File: config.mk
export PLATFORM = sky130hd
export DESIGN_NAME = im_fetch_ctrl
export DESIGN_NICKNAME = d
export VERILOG_FILES = /design/src/rtl/im_fetch_pkg.sv /design/src/rtl/fetch_q.sv /design/src/rtl/im_fetch_ctrl.sv
export SDC_FILE = /design/constraint.sdc
export NUM_CORES = 1
export LEC_CHECK = 0
export ABC_AREA = 1
export BUFFER_PORTS_ARGS = -buffer_cell sky130_fd_sc_hd__buf_2
export CAP_MARGIN = 20
export CORE_ASPECT_RATIO = 1.2
export CORE_MARGIN = 3
export CORE_UTILIZATION = 49
export DETAILED_ROUTE_END_ITERATION = 8
export GPL_TIMING_DRIVEN = 0
export PLACE_DENSITY = 0.76
export SLEW_MARGIN = 40
export SYNTH_ARGS = -nofsm -noshare
export SYNTH_HDL_FRONTEND = slang
export SYNTH_SLANG_ARGS = --single-unit
File: constraint.sdc
create_clock -name clk -period 2.05 [get_ports clk]
set_clock_uncertainty 0.2 [all_clocks]
set_input_delay 0.1025 -clock clk [delete_from_list [all_inputs] [get_ports clk]]
set_output_delay 0.1025 -clock clk [all_outputs]
set_load 0.01 [all_outputs]
File: src/rtl/im_fetch_pkg.sv
// im_fetch_pkg: shared state encoding and default geometry for the IM fetch sequencer
package im_fetch_pkg;
  localparam int WL_DEF = 32;
  localparam int DEPTH_DEF = 13;
  localparam int RESET_PC_DEF = 0;
  typedef enum logic [1:0] {IDLE = 2'd0, RUN = 2'd1, END = 2'd2} state_t;
endpackage

File: src/rtl/fetch_q.sv
// fetch_q: 2-entry FIFO with a registered head
// ports: clk, rst_n (async active-low), push/din write, pop consume head,
//        flush drops all entries, count occupancy, head oldest entry
module fetch_q #(
  parameter int W = 64
) (
  input  logic         clk,
  input  logic         rst_n,
  input  logic         push,
  input  logic         pop,
  input  logic         flush,
  input  logic [W-1:0] din,
  output logic [1:0]   count,
  output logic [W-1:0] head
);
  logic [W-1:0] tail;
  logic         pop_ok;
  logic [1:0]   slot;
  // slot is where an incoming word lands once this cycle's pop has shifted the queue
  always_comb begin
    pop_ok = pop && count != 2'd0;
    slot = count - {1'b0, pop_ok};
  end
  always_ff @(posedge clk or negedge rst_n) begin
    if (!rst_n) begin
      count <= 2'd0;
      head <= '0;
      tail <= '0;
    end else if (flush) begin
      count <= 2'd0;
    end else begin
      count <= slot + {1'b0, push};
      if (push && slot == 2'd0) head <= din;
      else if (pop_ok && count == 2'd2) head <= tail;
      if (push && slot == 2'd1) tail <= din;
    end
  end
endmodule

File: src/rtl/im_fetch_ctrl.sv
// im_fetch_ctrl: PC sequencer feeding IM words into a 2-entry queue toward decode
// ports: clk, rst_n (async active-low), start, ima/imrd IM address/data,
//        br_en/br_tgt redirect, if_valid/if_ready/if_instr/if_pc decode handshake, done
module im_fetch_ctrl
  import im_fetch_pkg::*;
#(
  parameter int WL = WL_DEF,
  parameter int DEPTH = DEPTH_DEF,
  parameter int RESET_PC = RESET_PC_DEF
) (
  input  logic          clk,
  input  logic          rst_n,
  input  logic          start,
  output logic [WL-1:0] ima,
  input  logic [WL-1:0] imrd,
  input  logic          br_en,
  input  logic [WL-1:0] br_tgt,
  output logic          if_valid,
  input  logic          if_ready,
  output logic [WL-1:0] if_instr,
  output logic [WL-1:0] if_pc,
  output logic          done
);
  state_t        state;
  logic [WL-1:0] pc;
  logic [1:0]    count;
  logic          pop;
  logic          push;
  logic          flush;
  logic          in_range;
  always_comb begin
    in_range = pc < WL'(DEPTH);
    pop = if_valid && if_ready;
    flush = br_en && state != IDLE;
    push = state == RUN && in_range && !br_en && (count != 2'd2 || pop);
  end
  assign ima = pc;
  assign if_valid = count != 2'd0;
  fetch_q #(.W(2 * WL)) q (
    .clk(clk),
    .rst_n(rst_n),
    .push(push),
    .pop(pop),
    .flush(flush),
    .din({pc, imrd}),
    .count(count),
    .head({if_pc, if_instr})
  );
  // a redirect outranks both the push and the out-of-range transition
  always_ff @(posedge clk or negedge rst_n) begin
    if (!rst_n) begin
      state <= IDLE;
      pc <= WL'(RESET_PC);
      done <= 1'b0;
    end else begin
      done <= state == END && count == 2'd0 && !br_en;
      if (state == IDLE) begin
        if (start) begin
          state <= RUN;
          pc <= WL'(RESET_PC);
        end
      end else if (br_en) begin
        pc <= br_tgt;
        state <= br_tgt < WL'(DEPTH) ? RUN : END;
      end else if (state == RUN) begin
        if (!in_range) state <= END;
        else if (push) pc <= pc + WL'(1);
      end else if (state != END) begin
        state <= IDLE;
      end
    end
  end
endmodule

Yosys cells after proc, flatten, opt, wreduce, memory -nomap -nowiden --
Cells that the tools add are included.
Operators by class: divide/modulo/power cells 0, multiply operators 0, reduce and logical (&&, ||, !) cells 27, equality and inequality tests 8, shift-type cells 0, muxes and demuxes 16, bitwise operators 1, add/subtract/negate cells 3, $lt $le $gt $ge 2
Operators with widths (number):
- $mux 32 | 6
- $mux 64 | 2
- $lt 32x4->1 const B | 2
- $add 32x1->32 const B | 1
- $mux 2 | 8
- $logic_and 1x1->1 | 11
- $reduce_bool 3->1 | 3
- $logic_not 2->1 | 3
- $ne 2x2->1 const B | 3
- $reduce_bool 2->1 | 3
- $eq 2x1->1 const B | 2
- $eq 2x2->1 const B | 2
- $ne 4x4->1 const B | 1
- $reduce_and 2->1 | 2
- $reduce_and 4->1 | 1
- $reduce_bool 4->1 | 1
- $reduce_and 3->1 | 1
- $add 2x1->2 | 1
- $sub 2x1->2 | 1
- $logic_not 1->1 | 1
- $logic_or 1x1->1 | 1
- $not 1->1 | 1
Storage, ports and cells: bits in writable memories 0, ROM bits 0, memories 0, bits in registers 165, latch bits 0, output and inout bits 98, logic and storage cells 63, bits of input ports 69

Depth between registers and ports, before layout --
Gate-level depths: netlist (run 1).
depth in word-level cells 9, gate-level depth with buffers 13, mapped depth without buffers 12

By module --
A second synthesis (run 1) with hierarchy kept.
Second synthesis, totals: cell total of the unflattened synthesis 1036, area total of the unflattened synthesis 8027.7 um^2
Modules (own cells, without submodules):
- fetch_q | cells each 796, times used 1, area an instance 6257.3 um^2, sequential area each 3253.1 um^2
- im_fetch_ctrl | cells each 240, times used 1, area an instance 1770.4 um^2, sequential area each 875.8 um^2

Worst setup path after synthesis (run 1) --
Ideal clock, no wire load.
path type reg-to-reg, start register q.count[1], end register q.head[32], clock period less this slack 2.110 ns, setup slack -0.060 ns, data required time 1.734 ns, stages on the path, launching flop included 13, arrival 1.793 ns, buffers on the path 2, library setup time 0.116 ns, path through dfrtp_1 > nor2_1 > nor2_1 > ha_1 > xor2_1 > nor2_1 > buf_2 > nand4_4 > buf_2 > nand2_1 > nand2_1 > nand2_1 > nand2_1
Between the ends: longest elaborated chain between the ends 8, elaborated cells between the ends (all ways) 14, those cells by class add/sub: 1; eq/ne: 2; mux: 1; reduce/logical: 10
Ends and longest elaborated chain:
- from (decl) | line fetch_q.sv:13 | output logic [1:0] count,
- from (signal assigned) | line fetch_q.sv:32 | count <= slot + {1'b0, push};
- $reduce_bool 2->1 | line fetch_q.sv:21, im_fetch_ctrl.sv:38
- $logic_and 1x1->1 | line im_fetch_ctrl.sv:33 | pop = if_valid && if_ready;
- $logic_and 1x1->1 | line fetch_q.sv:21 | pop_ok = pop && count != 2'd0;
- $sub 2x1->2 | line fetch_q.sv:22 | slot = count - {1'b0, pop_ok};
- $logic_not 2->1 | line fetch_q.sv:33 | if (push && slot == 2'd0) head <= din;
- $logic_and 1x1->1 | line fetch_q.sv:33
- $reduce_bool 2->1 (no line)
- $reduce_and 2->1 (no line)
- to (signal assigned) | line fetch_q.sv:33
- to (signal assigned) | line fetch_q.sv:34 | else if (pop_ok && count == 2'd2) head <= tail;
- to (decl) | line fetch_q.sv:14 | output logic [W-1:0] head
Parallel ways exist; a longest one is shown, timed or not. A chain may end at the register's enable or synchronous reset.

Worst setup path after layout (run 1) --
start register q.count[1], end register q.head[0]
The elaborated chain is that of the path after synthesis.

==> results of run 1 <==
worst max-delay path by stage:
stage	start	end	slack, ns	cells after the start
final	q.count[1]	q.head[0]	-0.13	12
after global routing	q.count[1]	q.head[17]	-0.28	12
after CTS	q.count[1]	q.head[26]	-0.10	12
after detailed placement	q.count[1]	q.head[33]	-0.30	11
after global placement	rst_n	ima[10]	-1.84	1
after floorplan	q.count[1]	q.head[32]	0.02	12
state kept, by name, summed over array words and instances, names as in the netlist:
register and count:
q.tail 64, ima 32, q.head 64, q.count 2
done 1, state 2
worst min-delay path: cells and delay by family:
family	cells	cell delay (ns)
buf+inv	3	0.89
cells in the mapped netlist (all sizes together):
| library cell | count |
|---|---|
| nand4 | 30 |
| clkinv | 1 |
| xnor2 | 2 |
| o21ai | 3 |
| nor4 | 1 |
| xor2 | 1 |
| ha | 4 |
| nor2 | 86 |
| nand2 | 401 |
| inv | 94 |
| a21oi | 38 |
| clkbuf | 9 |
| nand3 | 51 |
| o211ai | 1 |
| nor3 | 6 |
| or2 | 4 |
| and3 | 1 |
| o41ai | 1 |
| buf | 36 |
| dfrtp | 165 |
| and2 | 2 |
repair_timing:
item | 4_1_cts | 5_1_grt
cloned | 1 | 0
setup endpoints to repair | 162 | 160
setup buffers | 21 | 10
gates resized for setup | 50 | 32
pin swaps | 16 | 12
hold endpoints to repair | 264 | 0
hold buffers | 68 | 0
power groups by stage:
| stage | clock, mW | combinational, mW | sequential (mW) |
|---|---|---|---|
| after floorplan | 0 | 1.75 | 4.71 |
| after CTS | 3.38 | 3.91 | 4.39 |
| after global routing | 3.51 | 4.54 | 4.49 |
| final | 3.33 | 4.09 | 4.41 |
| after global placement | 0 | 3.29 | 4.44 |
| after detailed placement | 0 | 3.37 | 4.46 |
cell type report:
class	instances	area (um^2)	share of cell area
Buffer	45	398	0.0373
Clock buffer	18	429	0.0403
Clock inverter	12	180	0.0169
Inverter	95	357	0.0335
Multi-Input combinational cell	632	3040	0.286
Sequential cell	165	4130	0.388
Tap cell	204	255	0.0239
Timing Repair Buffer	268	1860	0.175
logic make-up after synthesis:
logic type / Yosys count
XOR/XNOR: 3
AO/OA/AOI/OAI: 43
flip-flops: 165
AND/OR/NAND/NOR: 582
adder cells (fa/ha/maj): 4
buffers and inverters: 140
layer usage:
metal  wire length (um)  track usage
met1               8340        0.287
met3               1060       0.0503
met5                  0            0
met4                520        0.106
met2              10200        0.428
==> impl_metrics.xml, run 1 <==
<?xml version="1.0" encoding="UTF-8"?>
<metrics>
  <group name="critical_path">
    <metric name="critical_path.max_fanout" unit="">6</metric>
    <metric name="timing.critical_path.required" unit="ns">2.18</metric>
    <metric name="cp_cell_sequence" unit="">nor2_2, nor2_1, ha_2, inv_2, nor2_4, buf_6, nand4_4, buf_4, nand2_1, nand2_1, nand2_1, nand2_1</metric>
    <metric name="worstRegToRegCells" unit="">12</metric>
    <metric name="cp-end-kind" unit="">flip-flop</metric>
    <metric name="r2r-start" unit="">q.count[1]</metric>
    <metric name="cp-start-kind" unit="">flip-flop</metric>
    <metric name="crit_path_largest_cell_delay" unit="ns">0.39</metric>
    <metric name="path_class" unit="">flip-flop to flip-flop</metric>
    <metric name="slowest_stage" unit="">sky130_fd_sc_hd__dfrtp_1</metric>
    <metric name="critPathArrivalTime" unit="ns">2.31</metric>
    <metric name="crit_path_frequent_cell" unit="">sky130_fd_sc_hd__nand2_1</metric>
    <metric name="worst_r2r_endpoint" unit="">q.head[0]</metric>
    <metric name="worst_path_dominant_cell_family" unit="">simple AND/OR/NAND/NOR gates</metric>
    <metric name="critPathBufInv" unit="">3</metric>
    <metric name="setup.reg_to_reg.worst_slack" unit="ns">-0.13</metric>
  </group>
  <group name="sta">
    <metric name="setup-tns-final" unit="ns">-10.37</metric>
    <metric name="final_number_of_max_transition_violations" unit="">0</metric>
    <metric name="hold_viol" unit="">0</metric>
    <metric name="clock.fmax" unit="MHz">458</metric>
    <metric name="finalWorstPathRequiredPeriod" unit="ns">2.18</metric>
    <metric name="grt_setup_unrepaired" unit="">true</metric>
    <metric name="final-setup-viol-count" unit="">128</metric>
    <metric name="worst_pin_slew" unit="ns">0.466</metric>
    <metric name="fin_worst_hold_slack" unit="ns">0.0186</metric>
    <metric name="timing.slew.headroom" unit="">0.689</metric>
    <metric name="final.period_utilization" unit="">1.06</metric>
    <metric name="min_setup_slack_post_route" unit="ns">-0.132</metric>
  </group>
  <group name="route">
    <metric name="drt_iter0_drc" unit="">388</metric>
    <metric name="detail_route.first_pass.iterations" unit="">5</metric>
    <metric name="drc" unit="">0</metric>
    <metric name="postRouteAntennaNets" unit="">0</metric>
    <metric name="detail_route.wl_per_cell" unit="um">14.0</metric>
    <metric name="routed-via-count" unit="">7001</metric>
    <metric name="post_drt_via_cell_ratio" unit="">4.87</metric>
    <metric name="routed_wl" unit="um">20100</metric>
  </group>
  <group name="power">
    <metric name="power_dens_cells" unit="nW/um^2">1110</metric>
    <metric name="design_power_total" unit="mW">11.8</metric>
    <metric name="p_leak" unit="nW">6.09</metric>
    <metric name="peakVddDrop" unit="V">0.000678</metric>
    <metric name="power_frac_comb" unit="">0.346</metric>
    <metric name="switching_power" unit="mW">4.17</metric>
    <metric name="seq_power_share" unit="">0.373</metric>
    <metric name="intPower" unit="mW">7.66</metric>
    <metric name="p_clk_frac" unit="">0.281</metric>
    <metric name="switching_power_share_of_the_total" unit="">0.353</metric>
  </group>
  <group name="final_layout">
    <metric name="layout_common_cells" unit="">sky130_fd_sc_hd__nand2_1 (376), sky130_fd_sc_hd__buf_2 (172), sky130_fd_sc_hd__dfrtp_1 (163)</metric>
    <metric name="finish.instance_area" unit="um^2">10700</metric>
    <metric name="area.growth.synth_to_final" unit="%">39.2</metric>
    <metric name="num-nets-final" unit="">1297</metric>
    <metric name="finish.utilization" unit="">0.704</metric>
    <metric name="fillers" unit="">1177</metric>
    <metric name="antenna-diode-count" unit="">0</metric>
    <metric name="final_cell_count_no_fill" unit="">1439</metric>
    <metric name="drive_gt1_frac" unit="">0.298</metric>
    <metric name="commonest_non_fill_non_tap_cell_in_the_layout" unit="">sky130_fd_sc_hd__nand2_1</metric>
  </group>
  <group name="place">
    <metric name="detailedPlace.worstSlack" unit="ns">-0.300</metric>
    <metric name="gp_routability_congestion" unit="">0.833</metric>
    <metric name="io_buffers" unit="">166</metric>
    <metric name="hpwl" unit="um">12900</metric>
    <metric name="post_dp_cell_area" unit="um^2">8840</metric>
    <metric name="dpl.cell_count" unit="">1309</metric>
  </group>
  <group name="clock_tree">
    <metric name="clkTransAtPathRegs" unit="ns">0.07</metric>
    <metric name="cts_tree" unit="">yes</metric>
    <metric name="cts_buffers" unit="">17</metric>
    <metric name="insertion_delay" unit="ns">0.43</metric>
    <metric name="clock_sink_count" unit="">165</metric>
    <metric name="cts-htree-levels" unit="">4</metric>
    <metric name="cts_root_buffer" unit="">sky130_fd_sc_hd__clkbuf_16</metric>
    <metric name="ctsLongestPathBuffers" unit="">2</metric>
  </group>
  <group name="yosys">
    <metric name="ys_seq_elements" unit="">165</metric>
    <metric name="syn-instance-count" unit="">937</metric>
    <metric name="synth.top_cells.by_area" unit="">sky130_fd_sc_hd__dfrtp_1 (54%), sky130_fd_sc_hd__nand2_1 (19%), sky130_fd_sc_hd__inv_1 (4.4%)</metric>
    <metric name="yosys.area_share.adder" unit="">0.00654</metric>
    <metric name="synth_sequential_area_ratio" unit="">0.539</metric>
    <metric name="ys_types" unit="">36</metric>
    <metric name="largest_family_of_logic_cells_by_synthesized_area" unit="">simple AND/OR/NAND/NOR gates</metric>
    <metric name="post-synth-top-area-cell" unit="">sky130_fd_sc_hd__dfrtp_1</metric>
    <metric name="synth_simple_gate_area_frac" unit="">0.318</metric>
    <metric name="synth_top_area_frac" unit="">0.539</metric>
    <metric name="syn-mean-instance-area" unit="um^2">8.17</metric>
    <metric name="synthesis.yosys.warnings" unit="">0</metric>
    <metric name="synth-xor-area-share" unit="">0.00343</metric>
    <metric name="syn-cell-area" unit="um^2">7660</metric>
    <metric name="post_synth_mux_area_share" unit="">0</metric>
    <metric name="synth_compound_area_frac" unit="">0.0466</metric>
    <metric name="synth_nets" unit="">1010</metric>
  </group>
  <group name="run">
    <metric name="cap_viol_max_count" unit="">0</metric>
  </group>
  <group name="min_path">
    <metric name="hold_path.class" unit="">primary input to async pin</metric>
  </group>
  <group name="die">
    <metric name="core.rowCount" unit="">49</metric>
    <metric name="io_pins" unit="">167</metric>
    <metric name="floorplan.die.width" unit="um">120</metric>
    <metric name="initial_utilization" unit="">0.506</metric>
    <metric name="full_die_area" unit="um^2">17200</metric>
    <metric name="design.core.area" unit="um^2">15100</metric>
    <metric name="die_height" unit="um">143</metric>
  </group>
  <group name="outcome">
    <metric name="violations_in_the_final_reports" unit="">negative setup slack</metric>
    <metric name="status" unit="">complete, but fails checks</metric>
  </group>
  <group name="global_routing">
    <metric name="grt_start_max_net_pins" unit="">75</metric>
    <metric name="grt_pass1_wl" unit="um">33500</metric>
    <metric name="total_congestion_overflow_after_global_routing" unit="">0</metric>
    <metric name="antenna_found_initial" unit="">0</metric>
    <metric name="first_global_vias" unit="">7236</metric>
    <metric name="grt.total_usage" unit="">0.243</metric>
  </group>
</metrics>
(Power assumes the default switching activity.)
==> inputs of run 2 (changes only) <==
--- a/config.mk
+++ b/config.mk
@@ -14,6 +14,7 @@
 export DETAILED_ROUTE_END_ITERATION = 8
 export GPL_TIMING_DRIVEN = 0
 export PLACE_DENSITY = 0.76
+export RECOVER_POWER = 25
 export SLEW_MARGIN = 40
 export SYNTH_ARGS = -nofsm -noshare
 export SYNTH_HDL_FRONTEND = slang
==> run 2 against run 1 <==
- the flow still finishes with violations (negative setup slack)
- first-iteration DRC count shrank 1.5%
- highest routed layer unchanged
- fmax decreased by 0.24%
- count of clock-buffer cells in the layout is the same
- critical path depth did not move
- sequential cell count is the same
- die area did not move
- sequential share of layout area is 0.17 points higher
==> impl_metrics.xml, run 2 (synthesized netlist as in run 1, its figures left out) <==
<?xml version="1.0" encoding="UTF-8"?>
<metrics>
  <group name="critical_path">
    <metric name="startpoint" unit="">q.count[1]</metric>
    <metric name="path_class" unit="">flip-flop to flip-flop</metric>
    <metric name="timing.critical_path.required" unit="ns">2.17</metric>
    <metric name="critical_path.max_fanout" unit="">10</metric>
    <metric name="critPathArrivalTime" unit="ns">2.31</metric>
    <metric name="r2r-start" unit="">q.count[1]</metric>
    <metric name="critPathBufInv" unit="">3</metric>
    <metric name="crit_path_largest_cell_delay" unit="ns">0.39</metric>
    <metric name="cp_cell_sequence" unit="">nor2_2, nor2_1, ha_2, inv_2, nor2_4, buf_6, nand4_4, buf_6, nand2_1, nand2_1, nand2_1, nand2_1</metric>
    <metric name="slowest_stage" unit="">sky130_fd_sc_hd__dfrtp_1</metric>
    <metric name="cp-start-kind" unit="">flip-flop</metric>
    <metric name="cp-end-kind" unit="">flip-flop</metric>
    <metric name="worst_path_dominant_cell_family" unit="">simple AND/OR/NAND/NOR gates</metric>
    <metric name="crit_path_frequent_cell" unit="">sky130_fd_sc_hd__nand2_1</metric>
  </group>
  <group name="clock_tree">
    <metric name="ctsLongestPathBuffers" unit="">2</metric>
    <metric name="clock_sink_count" unit="">165</metric>
    <metric name="insertion_delay" unit="ns">0.43</metric>
    <metric name="cts_root_buffer" unit="">sky130_fd_sc_hd__clkbuf_16</metric>
    <metric name="cts-htree-levels" unit="">4</metric>
    <metric name="cts_tree" unit="">yes</metric>
    <metric name="clkTransAtPathRegs" unit="ns">0.06</metric>
    <metric name="cts_buffers" unit="">17</metric>
  </group>
  <group name="global_routing">
    <metric name="grt.total_usage" unit="">0.243</metric>
    <metric name="first_global_vias" unit="">7236</metric>
    <metric name="total_congestion_overflow_after_global_routing" unit="">0</metric>
    <metric name="grt_start_max_net_pins" unit="">75</metric>
    <metric name="antenna_found_initial" unit="">0</metric>
    <metric name="grt_pass1_wl" unit="um">33500</metric>
  </group>
  <group name="outcome">
    <metric name="violations_in_the_final_reports" unit="">negative setup slack</metric>
    <metric name="status" unit="">complete, but fails checks</metric>
  </group>
  <group name="route">
    <metric name="detail_route.first_pass.iterations" unit="">5</metric>
    <metric name="drc" unit="">0</metric>
    <metric name="routed-via-count" unit="">6989</metric>
    <metric name="post_drt_via_cell_ratio" unit="">4.86</metric>
    <metric name="routed_wl" unit="um">20100</metric>
    <metric name="postRouteAntennaNets" unit="">0</metric>
    <metric name="detail_route.wl_per_cell" unit="um">14.0</metric>
    <metric name="drt_iter0_drc" unit="">382</metric>
  </group>
  <group name="die">
    <metric name="core.rowCount" unit="">49</metric>
    <metric name="die_height" unit="um">143</metric>
    <metric name="io_pins" unit="">167</metric>
    <metric name="initial_utilization" unit="">0.506</metric>
    <metric name="full_die_area" unit="um^2">17200</metric>
    <metric name="design.core.area" unit="um^2">15100</metric>
    <metric name="floorplan.die.width" unit="um">120</metric>
  </group>
  <group name="sta">
    <metric name="final-setup-viol-count" unit="">128</metric>
    <metric name="timing.slew.headroom" unit="">0.0729</metric>
    <metric name="min_setup_slack_post_route" unit="ns">-0.137</metric>
    <metric name="fin_worst_hold_slack" unit="ns">0.172</metric>
    <metric name="hold_viol" unit="">0</metric>
    <metric name="final_number_of_max_transition_violations" unit="">0</metric>
    <metric name="finalWorstPathRequiredPeriod" unit="ns">2.19</metric>
    <metric name="clock.fmax" unit="MHz">457</metric>
    <metric name="worst_pin_slew" unit="ns">1.39</metric>
    <metric name="grt_setup_unrepaired" unit="">true</metric>
    <metric name="final.period_utilization" unit="">1.07</metric>
  </group>
  <group name="run">
    <metric name="cap_viol_max_count" unit="">0</metric>
  </group>
  <group name="place">
    <metric name="io_buffers" unit="">166</metric>
    <metric name="post_dp_cell_area" unit="um^2">8840</metric>
    <metric name="dpl.cell_count" unit="">1309</metric>
    <metric name="hpwl" unit="um">12900</metric>
    <metric name="detailedPlace.worstSlack" unit="ns">-0.300</metric>
    <metric name="gp_routability_congestion" unit="">0.833</metric>
  </group>
  <group name="final_layout">
    <metric name="multiInputGateArea" unit="um^2">3040</metric>
    <metric name="num-nets-final" unit="">1297</metric>
    <metric name="finish.utilization" unit="">0.701</metric>
    <metric name="commonest_non_fill_non_tap_cell_in_the_layout" unit="">sky130_fd_sc_hd__nand2_1</metric>
    <metric name="drive_gt1_frac" unit="">0.296</metric>
    <metric name="final_cell_count_no_fill" unit="">1439</metric>
    <metric name="antenna-diode-count" unit="">0</metric>
    <metric name="layout_common_cells" unit="">sky130_fd_sc_hd__nand2_1 (376), sky130_fd_sc_hd__buf_2 (172), sky130_fd_sc_hd__dfrtp_1 (163)</metric>
    <metric name="fillers" unit="">1184</metric>
    <metric name="layout.area.seq" unit="um^2">4130</metric>
    <metric name="area.growth.synth_to_final" unit="%">38.6</metric>
    <metric name="finish.instance_area" unit="um^2">10600</metric>
  </group>
  <group name="power">
    <metric name="power_dens_cells" unit="nW/um^2">1110</metric>
    <metric name="peakVddDrop" unit="V">0.000678</metric>
    <metric name="p_leak" unit="nW">6.07</metric>
  </group>
  <group name="min_path">
    <metric name="hold_path.class" unit="">primary input to flip-flop</metric>
    <metric name="hold_start" unit="">if_ready</metric>
  </group>
</metrics>
run 2: cell types whose count changed in the layout (fill, tap and decap cells not counted), sizes merged:
cell    delta
buf        -3
clkbuf     +3
run 2: report_power, final:
group	switching (mW)	total, mW	internal (mW)
combinational	2.39	4.08	1.68
sequential	0.483	4.41	3.93
clock	1.30	3.33	2.03
total	4.17	11.8	7.65
run 2: path summary, 6_finish.rpt:
| path | endpoint | slack (ns) | cells after the start |
|---|---|---|---|
| setup / recovery | q.head[10] | -0.14 | 12 |
| hold / removal | ima[31] | 0.17 | 8 |
| setup reg to reg | q.head[10] | -0.14 | 12 |
| hold reg to reg | q.head[53] | 0.26 | 2 |
| max in group asynchronous | q.tail[30] | 0.18 | 3 |
| min in group asynchronous | q.head[51] | 0.24 | 3 |
run 2: worst reg2reg max path: cells and delay by family (launching register included):
family                   cells  cell delay (ns)
AND/OR/NAND/NOR              8             0.76
adder cells (fa/ha/maj)      1             0.33
flip-flops                   1             0.39
buffers and inverters        3             0.40
run 2: layer usage:
layer  vias up  wire length, um  global-route usage
li1       3453                -                   -
met1      3280             8330               0.287
met2       205            10200               0.428
met3        51             1060              0.0503
met4         0              515               0.106
met5         -                0                   0
run 2: area by class of cell:
type,instances,area share
flip-flops and latches,165,0.389
multi-input cells,632,0.287
repair buffers,268,0.171
clock buffers,18,0.0404
plain buffers,45,0.0375
inverters,95,0.0336
well taps,204,0.0241
clock inverters,12,0.0170
run 2: through the flow:
| step | TNS [ns] | power, mW |
|---|---|---|
| 6_report | -10.30 | 11.8 |
| 5_1_grt | -29.50 | 12.5 |
| 3_5_place_dp | -36.87 | 7.83 |
| 3_3_place_gp | -331.85 | 7.73 |
| 4_1_cts | -6.53 | 11.7 |
| 2_1_floorplan | 0 | 6.46 |
run 2: what timing repair did:
action,4_1_cts,5_1_grt
gates resized for setup,50,32
pin swaps,16,12
endpoints found under the setup margin,162,160
setup buffers,21,10
cloned,1,0
endpoints found under the hold margin,264,0
hold buffers,68,0
